**src/rtl/td4_decoder.sv**
```systemverilog
// TD4 instruction decoder: opcode + carry flag -> ALU source select and
// one-hot register load enables, registered with one cycle of latency.
module td4_decoder (
    input  logic       CLK,
    input  logic       RST_N,
    input  logic [3:0] OP_CODE,
    input  logic       C_FLAG,
    output logic [3:0] LOAD,
    output logic       SEL_A,
    output logic       SEL_B,
    output logic       ILLEGAL
);

    typedef enum logic [3:0] {
        OP_ADD_A_IM = 4'b0000,
        OP_MOV_A_B  = 4'b0001,
        OP_IN_A     = 4'b0010,
        OP_MOV_A_IM = 4'b0011,
        OP_MOV_B_A  = 4'b0100,
        OP_ADD_B_IM = 4'b0101,
        OP_IN_B     = 4'b0110,
        OP_MOV_B_IM = 4'b0111,
        OP_OUT_B    = 4'b1001,
        OP_OUT_IM   = 4'b1011,
        OP_JNC_IM   = 4'b1110,
        OP_JMP_IM   = 4'b1111
    } opcode_t;

    localparam logic [3:0] LD_A   = 4'b0001;
    localparam logic [3:0] LD_B   = 4'b0010;
    localparam logic [3:0] LD_OUT = 4'b0100;
    localparam logic [3:0] LD_PC  = 4'b1000;

    logic [3:0] w_load;
    logic [1:0] w_sel;
    logic       w_illegal;

    // C_FLAG is only referenced inside the JNC arm so an unknown carry
    // cannot leak into the decode of any other opcode.
    always_comb begin
        w_load    = '0;
        w_sel     = 2'b00;
        w_illegal = 1'b0;
        case (OP_CODE)
            OP_ADD_A_IM: begin w_sel = 2'b00; w_load = LD_A;   end
            OP_MOV_A_B:  begin w_sel = 2'b01; w_load = LD_A;   end
            OP_IN_A:     begin w_sel = 2'b10; w_load = LD_A;   end
            OP_MOV_A_IM: begin w_sel = 2'b11; w_load = LD_A;   end
            OP_MOV_B_A:  begin w_sel = 2'b00; w_load = LD_B;   end
            OP_ADD_B_IM: begin w_sel = 2'b01; w_load = LD_B;   end
            OP_IN_B:     begin w_sel = 2'b10; w_load = LD_B;   end
            OP_MOV_B_IM: begin w_sel = 2'b11; w_load = LD_B;   end
            OP_OUT_B:    begin w_sel = 2'b01; w_load = LD_OUT; end
            OP_OUT_IM:   begin w_sel = 2'b11; w_load = LD_OUT; end
            OP_JMP_IM:   begin w_sel = 2'b11; w_load = LD_PC;  end
            OP_JNC_IM: begin
                w_sel  = 2'b11;
                w_load = (C_FLAG == 1'b0) ? LD_PC : '0;
            end
            default:     w_illegal = 1'b1;
        endcase
    end

    logic [3:0] r_load;
    logic [1:0] r_sel;
    logic       r_illegal;

    always_ff @(posedge CLK or negedge RST_N) begin
        if (!RST_N) begin
            r_load    <= '0;
            r_sel     <= '0;
            r_illegal <= 1'b0;
        end else begin
            r_load    <= w_load;
            r_sel     <= w_sel;
            r_illegal <= w_illegal;
        end
    end

    assign LOAD    = r_load;
    assign SEL_A   = r_sel[0];
    assign SEL_B   = r_sel[1];
    assign ILLEGAL = r_illegal;

endmodule

```
**config.mk**
```make
export PLATFORM = sky130hd
export DESIGN_NAME = td4_decoder
export DESIGN_NICKNAME = d
export VERILOG_FILES = /design/src/rtl/td4_decoder.sv
export SDC_FILE = /design/constraint.sdc
export NUM_CORES = 1
export LEC_CHECK = 0
export BUFFER_PORTS_ARGS = -buffer_cell sky130_fd_sc_hd__buf_2
export CAP_MARGIN = 0
export CORE_AREA = 2 2 39 41
export DETAILED_ROUTE_END_ITERATION = 10
export DIE_AREA = 0 0 41 43
export GPL_TIMING_DRIVEN = 0
export HOLD_SLACK_MARGIN = 0.1
export PLACE_DENSITY = 0.47
export SKIP_LAST_GASP = 1
export SLEW_MARGIN = 5
export SYNTH_ARGS = -nofsm -noshare
export SYNTH_HDL_FRONTEND = slang
export SYNTH_SLANG_ARGS = --single-unit
```
**constraint.sdc**
```tcl
create_clock -name CLK -period 0.9 [get_ports CLK]
set_clock_uncertainty 0.15 [all_clocks]
set_input_delay 0.18 -clock CLK [delete_from_list [all_inputs] [get_ports CLK]]
set_output_delay 0.18 -clock CLK [all_outputs]
set_load 0.05 [all_outputs]
```
-- After elaboration in Yosys (flattened, before gate mapping)
Index checks and enable logic that the tools add are counted.
- bits in registers: 7
- input port bits: 7
- output and inout bits: 7
- word-level logic and storage cells: 26
- equality and inequality tests: 11
- multiplexer cells: 4
- reduce and logical (&&, ||, !) cells: 8
- operators with widths (kind ; count):
    one-hot mux 4 bit (5 select lines) ; 1
    equality test 4 x 3 -> 1 bit (second input constant) ; 4
    equality test 4 bit (second input constant) ; 4
    OR reduction 12 bit ; 1
    equality test 4 x 2 -> 1 bit (second input constant) ; 2
    OR reduction 4 bit ; 2
    one-hot mux 2 bit (3 select lines) ; 1
    OR reduction 5 bit ; 1
    equality test 4 x 1 -> 1 bit (second input constant) ; 1
    logical NOT 4 bit ; 1
    two-way mux 4 bit ; 1
    OR reduction 2 bit ; 2
    OR reduction 3 bit ; 1
    two-way mux 1 bit ; 1

-- Depth between registers and ports, before layout
- depth after elaboration: 3
- depth in mapped cells: 2
- mapped depth without buffers: 2

-- Least setup slack after synthesis
No wires, ideal clock.
- path type: register to output
- start point: register r_illegal (netlist: ILLEGAL)
- end point: output port ILLEGAL
- data arrival time: 586 ps
- path slack: -16 ps
- stages on the path, launching flop included: 1
- path buffers: 0
- cell sequence: dfrtp_1
- RTL lines (item ; RTL line ; text):
    from (decl) ; 66 ; logic r_illegal;
    from (signal assigned) ; 76 ; r_illegal <= w_illegal;
    to (decl) ; 11 ; output logic ILLEGAL
No word-level cell between the ends.

-- Worst setup path in the final report
- start point: register r_sel[1]
- end point: output port SEL_B
- RTL lines (item ; RTL line ; text):
    from (decl) ; 65 ; logic [1:0] r_sel;
    from (signal assigned) ; 75 ; r_sel <= w_sel;
    to (decl) ; 10 ; output logic SEL_B,
No word-level cell between the ends.

==> results.md <==
- Critical path class: register to primary output
- Sink Count: 7
- CTS tree: built
- Bufs and invs on worst path: 1
- Final setup margin: -0.238 ns
- Largest stage delay, worst path: ~0.40 ns
- Total chip power: between 0.0007 and 0.0008 W
- Final hold slack: -0.0606 ns
- DRT Pass-1 Iters: 2
- Pwr Density: ~1900 nW/um^2
- DR vias: 199
- Number of DRC markers in iteration 0: 2
- Boundary Pins: 14
- Area of the mapped netlist: 245 um^2
- Nets: between 40 and 50
- Post-DP HPWL: 366 um
- Grt met3 use: between 6 and 7%
- Slew Viols, Final: 0
- Worst Max-Slew Pin Slew: approximately 0.14 ns
- Met2 Usage GRT: between 7 and 8%
- DIE AREA: 1760 um^2
- Root Buffer: clkbuf_4
- Failing checks: hold timing, setup timing
- Min-Delay Path Class: primary input to register
- Ys Warns: 0
- Number of global-route vias before repair: ~180
- Tmin final: between 1 and 1.5 ns
- Drc violations: 0
- Row cnt: 14
- Hold-fix buffers, CTS: 1
- Die width: 41 um
- RD Place Congestion: 0.662
- Antenna Cells: 0
- WL/cell: a little over 9 um
- Largest net degree at the start of global routing: 9
- Worst EP arrival: 0.81 ns
- GRT overflow: 0
- Syn Area/Cell: ~13 um^2
- Clock Path Buffers: 2
- Antenna violations before repair: 0
- Sequential fraction of the synthesis area: a little under three quarters
- Slew Limit Headroom: about nine tenths
- Crit Path Max Fanout: 1
- Most frequent cells in the layout: dfrtp_2, buf_6, buf_2, clkbuf_4
- Worst setup path start: r_sel[1]
- Tcrit/Tclk final: 126%
- Syn_nets: 26
- CP top delay family: flip-flops
- Via density: ~3.8
- Initial core utilization: 17.7%
- Die span in y: about 43 um
- Final setup vio count: 7
- Hold Crit Start: C_FLAG
- GR peak layer: met1
- CP Cell Sequence: buf_6
- Clock-pin slew on the worst setup and hold paths: ~0.06 ns
- Peak supply drop: 0.690 mV
- Setup Fix Bufs, Post-CTS: 0
- Design area: about 420 um^2
- CTS H-Tree Depth: 1
- Synth Register Bits: 7
- First-pass GRT wire length: 759 um
- Utilization after layout: between 30% and 40%
- Outcome: complete, but fails checks
- GRT Util Overall: about 7.6%
- Met1 GRT Util: about 9%
- Core Area: around 1400 um^2
- Worst EP required: 0.57 ns
- CP Capture Type: primary output
- Total routed wirelength: between 400 and 500 um
- Layout area overhead: 71.4%
- CP max-delay cell: dfrtp_2
- Synthesized instance count: 19
- Leak Pwr: 0.208 nW
- Placed cell area: between 300 and 400 um^2
- Fmax: 879 MHz
- CP startpoint kind: register
- Num CTS Buffers: 3
- Port Buffers: 13
- Unrepaired setup endpoints after global routing: yes
- Share of cells above drive strength 1: ~73%
- Final hold violations: 1
- Total of max-cap violations: 0
- Library cells used by synthesis: 13
- Routed Antenna Nets: 0
-- synthesized netlist by cell type --
cell     count  share of area, %
nor2_1       1               1.5
nand3_1      1               2.0
and2_2       1               3.1
o21ai_1      1               2.0
a21oi_1      1               2.0
inv_2        1               1.5
and2b_2      1               3.6
nand2_1      1               1.5
nor3_1       1               2.0
o31a_1       1               3.6
o211a_1      1               4.1
inv_1        1               1.5
dfrtp_1      7                71
-- routing by layer --
layer	up-vias	part of all wire [%]
li1	99	-
met1	87	48
met2	13	39
met3	0	13
met4	0	0
met5	-	0
-- metrics by stage --
step | setup TNS [ns] | worst slack, ns | std cells | hold slack, ns
3_5_place_dp | -0.0109 | -0.00715 | 48 | -0.129
5_1_grt | -1.83 | -0.269 | 53 | -0.0722
3_3_place_gp | -0.00752 | -0.00607 | 48 | -0.129
2_1_floorplan | 0 | 0.0853 | 19 | -0.266
4_1_cts | -1.71 | -0.252 | 53 | -0.0686
6_report | -1.60 | -0.238 | 53 | -0.0606
-- final timing paths --
check                      endpoint  slack (ns)  cells after the start
min in group asynchronous   ILLEGAL        0.14                      2
max                           SEL_B       -0.24                      1
max in group asynchronous   LOAD[2]        0.29                      2
min                         LOAD[3]       -0.06                      2
-- area by class of cell --
cell class,instances,area (um^2)
clock inverters,1,5.00
fillers,149,963
repair buffers,14,119
flip-flops and latches,7,184
inverters,2,7.51
clock buffers,3,22.5
multi-input cells,10,62.6
well taps,16,20.0
-- state kept, by name, summed over array words and instances (netlist names) --
| name | flops |
|---|---|
| r_sel | 2 |
| LOAD | 4 |
| ILLEGAL | 1 |
-- where the power goes --
group          switching (W)  total [W]  internal (W)  leakage [nW]
registers         0.00000819   0.000343      0.000335        0.0803
logic              0.0000959   0.000153     0.0000574         0.110
clock network       0.000128   0.000291      0.000163        0.0177
total               0.000232   0.000788      0.000555         0.208
-- cells by family (layout without fill, tap and decap cells) --
logic type | count (synthesis) | after routing | synth area share [%]
DFF | 7 | 7 | 71.4
buffers and inverters | 2 | 20 | 3.06
and+or+nand+nor | 6 | 6 | 13.8
AOI/OAI and AO/OA | 4 | 4 | 11.7
-- what timing repair did --
action | in CTS | in global routing
resized for setup | 14 | 0
cloned | 0 | 0
endpoints found under the setup margin | 7 | 7
endpoints found under the hold margin | 14 | 7
pin swaps | 0 | 0
Note: power is estimated with default switching activity, not from simulation.
